$ cat config.mk
export PLATFORM = sky130hd
export DESIGN_NAME = ram_port_arbiter_flat
export DESIGN_NICKNAME = d
export VERILOG_FILES = /design/src/rtl/ram_arb_pkg.sv /design/src/rtl/ram_port_arbiter_if.sv /design/src/rtl/sat_counter.sv /design/src/rtl/ram_port_arbiter.sv /design/src/flat_wrapper.sv
export SDC_FILE = /design/constraint.sdc
export NUM_CORES = 1
export LEC_CHECK = 0
export BUFFER_PORTS_ARGS = -buffer_cell sky130_fd_sc_hd__buf_2
export CORE_ASPECT_RATIO = 1.25
export CORE_MARGIN = 4
export CORE_UTILIZATION = 42
export DETAILED_ROUTE_END_ITERATION = 8
export GPL_ROUTABILITY_DRIVEN = 0
export GPL_TIMING_DRIVEN = 0
export PLACE_DENSITY = 0.85
export SYNTH_ARGS = -nofsm -noshare
export SYNTH_HDL_FRONTEND = slang
export SYNTH_SLANG_ARGS = --single-unit
$ cat constraint.sdc
create_clock -name clk -period 3.2 [get_ports clk]
set_input_delay 0.48 -clock clk [delete_from_list [all_inputs] [get_ports clk]]
set_output_delay 0.48 -clock clk [all_outputs]
set_load 0.005 [all_outputs]
$ cat src/rtl/ram_arb_pkg.sv
// Shared types and default constants for the CPU/host RAM port arbiter.
package ram_arb_pkg;

  // Who owns the RAM port result in the cycle after a grant.
  typedef enum logic [1:0] {
    IDLE    = 2'd0,
    CPU_RD  = 2'd1,
    HOST_RD = 2'd2,
    WR      = 2'd3
  } owner_t;

  // Host denials tolerated before the host is forced onto the port.
  localparam int STARVE_LIMIT   = 4;
  // Back-to-back host grants before the CPU gets its turn.
  localparam int HOST_MAX_BURST = 8;

  // Bits needed to hold a saturating count in the range 0..max.
  function automatic int cnt_width(input int max);
    if (max < 1) begin
      return 1;
    end else begin
      return $clog2(max + 1);
    end
  endfunction

endpackage

$ cat src/rtl/ram_port_arbiter_if.sv
// Bundle of the CPU, host and RAM port-a signals around the arbiter.
// master: the requesting environment (CPU, host, RAM data return).
// slave:  the arbiter itself.
interface ram_port_arbiter_if #(
  parameter int ADDR_W = 16,
  parameter int DATA_W = 8
);

  // CPU memory-stage side
  logic              cpu_req;
  logic              cpu_we;
  logic [ADDR_W-1:0] cpu_addr;
  logic [DATA_W-1:0] cpu_wdata;
  logic              cpu_stall;
  logic              cpu_rvalid;
  logic [DATA_W-1:0] cpu_rdata;

  // Loader / host side
  logic              host_req;
  logic              host_we;
  logic [ADDR_W-1:0] host_addr;
  logic [DATA_W-1:0] host_wdata;
  logic              host_gnt;
  logic              host_rvalid;
  logic [DATA_W-1:0] host_rdata;

  // RAM port a
  logic [ADDR_W-1:0] ram_addr;
  logic [DATA_W-1:0] ram_wdata;
  logic              ram_wren;
  logic [DATA_W-1:0] ram_q;

  modport master (
    output cpu_req, cpu_we, cpu_addr, cpu_wdata,
    input  cpu_stall, cpu_rvalid, cpu_rdata,
    output host_req, host_we, host_addr, host_wdata,
    input  host_gnt, host_rvalid, host_rdata,
    input  ram_addr, ram_wdata, ram_wren,
    output ram_q
  );

  modport slave (
    input  cpu_req, cpu_we, cpu_addr, cpu_wdata,
    output cpu_stall, cpu_rvalid, cpu_rdata,
    input  host_req, host_we, host_addr, host_wdata,
    output host_gnt, host_rvalid, host_rdata,
    output ram_addr, ram_wdata, ram_wren,
    input  ram_q
  );

endinterface

$ cat src/rtl/sat_counter.sv
// Saturating up-counter with synchronous clear; clear wins over increment.
// Holds at MAX instead of wrapping.
module sat_counter #(
  parameter int MAX = 4,
  parameter int W   = 3
) (
  input  logic         clk,
  input  logic         reset,
  input  logic         inc,
  input  logic         clr,
  output logic [W-1:0] count
);

  logic [W-1:0] count_r;

  // Count up to MAX and stop there; clear or reset returns to zero.
  always_ff @(posedge clk or negedge reset) begin
    if (!reset) begin
      count_r <= {W{1'b0}};
    end else if (clr) begin
      count_r <= {W{1'b0}};
    end else if (inc && (count_r < W'(MAX))) begin
      count_r <= count_r + W'(1);
    end else begin
      count_r <= count_r;
    end
  end

  assign count = count_r;

endmodule

$ cat src/rtl/ram_port_arbiter.sv
// Arbitrates a single RAM port between the CPU memory stage and a host
// loader. The grant is combinational from the live requests and two
// fairness counters; read data returns one cycle later and is steered by
// the registered owner FSM, not by whoever is granted now.
module ram_port_arbiter #(
  parameter int ADDR_W         = 16,
  parameter int DATA_W         = 8,
  parameter int STARVE_LIMIT   = ram_arb_pkg::STARVE_LIMIT,
  parameter int HOST_MAX_BURST = ram_arb_pkg::HOST_MAX_BURST
) (
  input logic               clk,
  input logic               reset,
  ram_port_arbiter_if.slave bus
);

  import ram_arb_pkg::*;

  localparam int SW = cnt_width(STARVE_LIMIT);
  localparam int BW = cnt_width(HOST_MAX_BURST);

  logic [SW-1:0]     starve_cnt_s;
  logic [BW-1:0]     burst_cnt_s;
  logic              starve_hit_s;
  logic              burst_hit_s;
  logic              cpu_gnt_s;
  logic              host_gnt_s;
  logic              starve_inc_s;
  logic              starve_clr_s;
  logic              burst_inc_s;
  logic              burst_clr_s;
  logic [ADDR_W-1:0] gnt_addr_s;
  logic [DATA_W-1:0] gnt_wdata_s;
  logic              gnt_we_s;
  logic [ADDR_W-1:0] addr_hold_r;
  owner_t            owner_r;
  owner_t            owner_next_s;
  logic              cpu_rvalid_s;
  logic [DATA_W-1:0] cpu_rdata_s;
  logic              host_rvalid_s;
  logic [DATA_W-1:0] host_rdata_s;

  assign starve_hit_s = (starve_cnt_s == SW'(STARVE_LIMIT));
  assign burst_hit_s  = (burst_cnt_s  == BW'(HOST_MAX_BURST));

  // Priority grant: starved host, then CPU after a full host burst, then
  // CPU, then host. Nothing is granted while reset is held low.
  always_comb begin
    cpu_gnt_s  = 1'b0;
    host_gnt_s = 1'b0;
    if (!reset) begin
      cpu_gnt_s  = 1'b0;
      host_gnt_s = 1'b0;
    end else if (bus.host_req && starve_hit_s) begin
      host_gnt_s = 1'b1;
    end else if (bus.cpu_req && burst_hit_s) begin
      cpu_gnt_s = 1'b1;
    end else if (bus.cpu_req) begin
      cpu_gnt_s = 1'b1;
    end else if (bus.host_req) begin
      host_gnt_s = 1'b1;
    end else begin
      cpu_gnt_s  = 1'b0;
      host_gnt_s = 1'b0;
    end
  end

  // Steer the winner onto the RAM port; idle cycles keep the last address.
  always_comb begin
    gnt_addr_s  = addr_hold_r;
    gnt_wdata_s = {DATA_W{1'b0}};
    gnt_we_s    = 1'b0;
    if (cpu_gnt_s) begin
      gnt_addr_s  = bus.cpu_addr;
      gnt_wdata_s = bus.cpu_wdata;
      gnt_we_s    = bus.cpu_we;
    end else if (host_gnt_s) begin
      gnt_addr_s  = bus.host_addr;
      gnt_wdata_s = bus.host_wdata;
      gnt_we_s    = bus.host_we;
    end else begin
      gnt_addr_s  = addr_hold_r;
      gnt_wdata_s = {DATA_W{1'b0}};
      gnt_we_s    = 1'b0;
    end
  end

  // Remember the most recently granted address for idle cycles.
  always_ff @(posedge clk or negedge reset) begin
    if (!reset) begin
      addr_hold_r <= {ADDR_W{1'b0}};
    end else if (cpu_gnt_s || host_gnt_s) begin
      addr_hold_r <= gnt_addr_s;
    end else begin
      addr_hold_r <= addr_hold_r;
    end
  end

  // A denied host request ages; any grant or withdrawn request resets age.
  // Host grants extend the burst; any cycle without one ends it.
  always_comb begin
    starve_inc_s = bus.host_req && !host_gnt_s;
    starve_clr_s = !starve_inc_s;
    burst_inc_s  = host_gnt_s;
    burst_clr_s  = !host_gnt_s;
  end

  sat_counter #(
    .MAX (STARVE_LIMIT),
    .W   (SW)
  ) u_starve_cnt (
    .clk   (clk),
    .reset (reset),
    .inc   (starve_inc_s),
    .clr   (starve_clr_s),
    .count (starve_cnt_s)
  );

  sat_counter #(
    .MAX (HOST_MAX_BURST),
    .W   (BW)
  ) u_burst_cnt (
    .clk   (clk),
    .reset (reset),
    .inc   (burst_inc_s),
    .clr   (burst_clr_s),
    .count (burst_cnt_s)
  );

  // Owner state register: records what this cycle's grant will return.
  always_ff @(posedge clk or negedge reset) begin
    if (!reset) begin
      owner_r <= IDLE;
    end else begin
      owner_r <= owner_next_s;
    end
  end

  // Owner next state from the grant, and read-return routing from the
  // current owner so a new grant never redirects a pending read.
  always_comb begin
    owner_next_s  = IDLE;
    cpu_rvalid_s  = 1'b0;
    cpu_rdata_s   = {DATA_W{1'b0}};
    host_rvalid_s = 1'b0;
    host_rdata_s  = {DATA_W{1'b0}};

    if (cpu_gnt_s) begin
      owner_next_s = bus.cpu_we ? WR : CPU_RD;
    end else if (host_gnt_s) begin
      owner_next_s = bus.host_we ? WR : HOST_RD;
    end else begin
      owner_next_s = IDLE;
    end

    case (owner_r)
      CPU_RD: begin
        cpu_rvalid_s = 1'b1;
        cpu_rdata_s  = bus.ram_q;
      end
      HOST_RD: begin
        host_rvalid_s = 1'b1;
        host_rdata_s  = bus.ram_q;
      end
      IDLE: begin
        cpu_rvalid_s  = 1'b0;
        host_rvalid_s = 1'b0;
      end
      WR: begin
        cpu_rvalid_s  = 1'b0;
        host_rvalid_s = 1'b0;
      end
      default: begin
        cpu_rvalid_s  = 1'b0;
        host_rvalid_s = 1'b0;
      end
    endcase
  end

  assign bus.ram_addr    = gnt_addr_s;
  assign bus.ram_wdata   = gnt_wdata_s;
  assign bus.ram_wren    = gnt_we_s;
  assign bus.cpu_stall   = bus.cpu_req && !cpu_gnt_s;
  assign bus.host_gnt    = host_gnt_s;
  assign bus.cpu_rvalid  = cpu_rvalid_s;
  assign bus.cpu_rdata   = cpu_rdata_s;
  assign bus.host_rvalid = host_rvalid_s;
  assign bus.host_rdata  = host_rdata_s;

endmodule
$ cat src/flat_wrapper.sv
// flat-port wrapper written by rule: the top's interface ports become plain ports
module ram_port_arbiter_flat import ram_arb_pkg::*;
#(
  parameter int ADDR_W         = 16,
  parameter int DATA_W         = 8,
  parameter int STARVE_LIMIT   = ram_arb_pkg::STARVE_LIMIT,
  parameter int HOST_MAX_BURST = ram_arb_pkg::HOST_MAX_BURST
)
  (clk, reset, bus_cpu_req, bus_cpu_we, bus_cpu_addr, bus_cpu_wdata, bus_cpu_stall, bus_cpu_rvalid, bus_cpu_rdata, bus_host_req, bus_host_we, bus_host_addr, bus_host_wdata, bus_host_gnt, bus_host_rvalid, bus_host_rdata, bus_ram_addr, bus_ram_wdata, bus_ram_wren, bus_ram_q);
  ram_port_arbiter_if #(.ADDR_W(ADDR_W), .DATA_W(DATA_W)) bus_i ();
  input logic clk;
  input logic reset;
  input wire logic [$bits(bus_i.cpu_req)-1:0] bus_cpu_req;
  input wire logic [$bits(bus_i.cpu_we)-1:0] bus_cpu_we;
  input wire logic [$bits(bus_i.cpu_addr)-1:0] bus_cpu_addr;
  input wire logic [$bits(bus_i.cpu_wdata)-1:0] bus_cpu_wdata;
  output wire logic [$bits(bus_i.cpu_stall)-1:0] bus_cpu_stall;
  output wire logic [$bits(bus_i.cpu_rvalid)-1:0] bus_cpu_rvalid;
  output wire logic [$bits(bus_i.cpu_rdata)-1:0] bus_cpu_rdata;
  input wire logic [$bits(bus_i.host_req)-1:0] bus_host_req;
  input wire logic [$bits(bus_i.host_we)-1:0] bus_host_we;
  input wire logic [$bits(bus_i.host_addr)-1:0] bus_host_addr;
  input wire logic [$bits(bus_i.host_wdata)-1:0] bus_host_wdata;
  output wire logic [$bits(bus_i.host_gnt)-1:0] bus_host_gnt;
  output wire logic [$bits(bus_i.host_rvalid)-1:0] bus_host_rvalid;
  output wire logic [$bits(bus_i.host_rdata)-1:0] bus_host_rdata;
  output wire logic [$bits(bus_i.ram_addr)-1:0] bus_ram_addr;
  output wire logic [$bits(bus_i.ram_wdata)-1:0] bus_ram_wdata;
  output wire logic [$bits(bus_i.ram_wren)-1:0] bus_ram_wren;
  input wire logic [$bits(bus_i.ram_q)-1:0] bus_ram_q;
  assign bus_i.cpu_req = bus_cpu_req;
  assign bus_i.cpu_we = bus_cpu_we;
  assign bus_i.cpu_addr = bus_cpu_addr;
  assign bus_i.cpu_wdata = bus_cpu_wdata;
  assign bus_cpu_stall = bus_i.cpu_stall;
  assign bus_cpu_rvalid = bus_i.cpu_rvalid;
  assign bus_cpu_rdata = bus_i.cpu_rdata;
  assign bus_i.host_req = bus_host_req;
  assign bus_i.host_we = bus_host_we;
  assign bus_i.host_addr = bus_host_addr;
  assign bus_i.host_wdata = bus_host_wdata;
  assign bus_host_gnt = bus_i.host_gnt;
  assign bus_host_rvalid = bus_i.host_rvalid;
  assign bus_host_rdata = bus_i.host_rdata;
  assign bus_ram_addr = bus_i.ram_addr;
  assign bus_ram_wdata = bus_i.ram_wdata;
  assign bus_ram_wren = bus_i.ram_wren;
  assign bus_i.ram_q = bus_ram_q;
  ram_port_arbiter #(.ADDR_W(ADDR_W), .DATA_W(DATA_W), .STARVE_LIMIT(STARVE_LIMIT), .HOST_MAX_BURST(HOST_MAX_BURST)) u_core (.clk(clk), .reset(reset), .bus(bus_i));
endmodule
==> flow_summary.ini <==
[sta]
layout_setup_ws_ns = 0.719
clock.fmax_ghz = 0.403
rsz0062_at_grt = false
finalSetupViolCount = 0
timing.final.crit_period_ns = 2.48
finalSetupTns_ns = 0
clock-skew-final_ns = 0.00348
period_share = 0.775
hold_violations = 0
pin_slew_with_the_least_headroom_to_its_limit_ns = 0.515
report.final.slew_viol_count = 0
slew_headroom = 0.657

[route]
wirelength_um = 4050
detail_route.wl_per_cell_um = 14.9
number_of_design_rule_violations_left_after_detail_routing = 0
post_drt_via_cell_ratio = 5.38
antenna_violating_nets_post_route = 0
dr.pass1.iters = 4
vias = 1464
drtIter0Drc = 67

[critical_path]
regToRegEndpoint = u_core.addr_hold_r[8]
regToRegStartpoint = u_core.u_starve_cnt.count[0]
worstSetupEndpoint = bus_ram_addr[13]
critPathRequiredTime_ns = 2.72
critical_path.startpoint_type = input pin
worst-r2r-cell-count = 7
timing.critical_path.slowest_cell_delay_ns = 0.42
worstPathArrival_ns = 2.00
ff2ff_setup_slack_ns = 1.62
critical_path.endpoint_type = output pin
first_element_of_the_critical_path = reset
crit_chain = buf_2 -> nand2_1 -> a31oi_2 -> buf_2 -> a221o_1 -> buf_2
criticalPathCategory = in -> out
critPathMaxFanout = 24
critical_path.slowest_cell = sky130_fd_sc_hd__buf_2
critical_path.most_common_cell = sky130_fd_sc_hd__buf_2

[floorplanning]
pin_count = 107
die_outline_area_um2 = 4230
chipHeight_um = 71.7
starting_density = 0.450
num_rows = 22
fp.dieW_um = 59.0
core_area_um2 = 3030

[pwr]
power.static_leakage_uw = 0.00111
peakVddDrop_mv = 0.256
power_density_nw_per_um2 = 347

[layout]
fraction_of_layout_instances_using_a_drive_strength_above_1 = 0.517
antennaDiodeCount = 0
fin_nets = 301
finish.utilization = 0.649
final_common_cell = sky130_fd_sc_hd__buf_2
layout_common_cells = 110 x sky130_fd_sc_hd__buf_2, 32 x sky130_fd_sc_hd__and2_1, 32 x sky130_fd_sc_hd__a221o_1
area.growth.synth_to_final_pct = 44.1
final_design_area_no_fill_um2 = 1970
fin_cells = 272

[placed_design]
dp_hpwl_um = 3220
place_inst = 268
dp_worst_setup_slack_ns = 0.701
placement.io_buffers = 106
placed_cell_area_um2 = 1940

[grt]
grt_pass1_wl_um = 6450
antenna_found_initial = 0
grt_usage = 0.194
grt_max_degree = 25
global_route.overflow_total = 0
vias_in_the_first_global_route = 1420

[clock_tree]
clock_tree_root_driver_cell = sky130_fd_sc_hd__clkbuf_4
cts_repair_resize_count = 0
cts_setup_buffers = 0
clock_insertion_delay_worst_skew_ns = 0.31
clock_transition_at_the_registers_of_the_reported_paths_ns = 0.12
tritoncts = yes
tritoncts.num_buffers = 3
ctsHoldBuffers = 0
cts_h_tree_depth = 1
cts.sink_count = 21
maximum_count_of_clock_buffers_along_a_single_path = 2

[status]
status = finished clean

[synthesis]
synth_cells = 126
syn_area_um2 = 1360
syn-mean-instance-area_um2 = 10.8
synth_xor_xnor_area_share = 0.00642
complex_gate_fraction_of_the_synthesized_area = 0.338
synthesized_flop_and_latch_total = 21
synth.net_count = 190
synth.yosys.seq_area_share = 0.385
synth_simple_gate_area_share = 0.178
yosys_warnings = 0
yosys-mux-area-fraction = 0.00826
synth_top_family_by_area = compound AO/OA/AOI/OAI gates
synth_cell_types = 20
adder_cell_area_share_of_the_yosys_netlist = 0.0183

[min_path]
hold_path_class = in -> async

[flow_run]
drv.max_cap_violation_count = 0
## per-stage QoR
step                hold WS, ns  power (µW)
global placement          0.479         551
global route              0.156         722
floorplan                 0.184         441
CTS                       0.138         685
finish                    0.123         681
detailed placement        0.478         557
## logic make-up (layout without fill, tap and decap cells)
logic type               after synthesis  after routing
XOR/XNOR                               1              1
flip-flops                            21             21
multiplexers                           1              1
AND/OR/NAND/NOR                       40             40
buffers and inverters                 14            124
AO/OA/AOI/OAI                         47             47
adder cells (fa/ha/maj)                2              2
## synth_stat cells
cell / number / area [µm²]
sky130_fd_sc_hd__a21o_1: 2 / 15.0
sky130_fd_sc_hd__clkbuf_1: 3 / 11.3
sky130_fd_sc_hd__a22o_1: 9 / 78.8
sky130_fd_sc_hd__dfrtp_1: 21 / 526
sky130_fd_sc_hd__a221o_1: 32 / 320
sky130_fd_sc_hd__a21o_4: 1 / 15.0
sky130_fd_sc_hd__buf_6: 4 / 45.0
sky130_fd_sc_hd__inv_1: 2 / 7.51
sky130_fd_sc_hd__nor2b_1: 3 / 18.8
sky130_fd_sc_hd__a31oi_2: 1 / 12.5
sky130_fd_sc_hd__o211a_1: 1 / 10.0
sky130_fd_sc_hd__buf_2: 4 / 20.0
sky130_fd_sc_hd__and3_1: 2 / 12.5
sky130_fd_sc_hd__and2_1: 32 / 200
sky130_fd_sc_hd__ha_1: 2 / 25.0
sky130_fd_sc_hd__o21ai_2: 1 / 8.76
sky130_fd_sc_hd__mux2_2: 1 / 11.3
sky130_fd_sc_hd__xnor2_1: 1 / 8.76
sky130_fd_sc_hd__nand2_1: 3 / 11.3
sky130_fd_sc_hd__inv_4: 1 / 6.26
## metal layers
| layer | track usage | vias up | routed length [µm] |
|---|---|---|---|
| met5 | 0 | - | 0 |
| met2 | 0.360 | 38 | 2280 |
| li1 | - | 715 | - |
| met4 | 0.0529 | 0 | 29 |
| met3 | 0.0324 | 4 | 237 |
| met1 | 0.223 | 707 | 1500 |
## power by group
part / switching, µW / internal [µW] / total, µW
clock network: 81.6 / 48.7 / 130
logic: 109 / 135 / 244
registers: 9.75 / 297 / 307
total: 200 / 481 / 681
## worst min-delay path by stage
stage,from,end,slack [ns],depth (start not counted)
after floorplan,reset,u_core.addr_hold_r[0],0.18,0
after global placement,reset,u_core.addr_hold_r[4],0.48,1
after detailed placement,reset,u_core.addr_hold_r[4],0.48,1
after CTS,reset,u_core.addr_hold_r[3],0.14,1
after global routing,reset,u_core.addr_hold_r[3],0.16,1
final,reset,u_core.addr_hold_r[1],0.12,1
## critical path, delay by kind of cell
family | cells | cell delay, ns
and+or+nand+nor | 1 | 0.12
buffers and inverters | 3 | 0.84
AOI/OAI and AO/OA | 2 | 0.54
## state kept, by name, indices dropped and copies added, names as in the netlist
signal / cells
u_core.u_starve_cnt.count: 3
u_core.addr_hold_r: 16
u_core.owner_r: 2
## cell type report
| type | instances | area, µm² |
|---|---|---|
| flip-flops and latches | 21 | 526 |
| well taps | 36 | 45.0 |
| inverters | 3 | 13.8 |
| plain buffers | 11 | 76.3 |
| fillers | 293 | 1060 |
| repair buffers | 106 | 531 |
| multi-input cells | 91 | 748 |
| clock buffers | 4 | 26.3 |
Power figures use the tool's default switching activity.
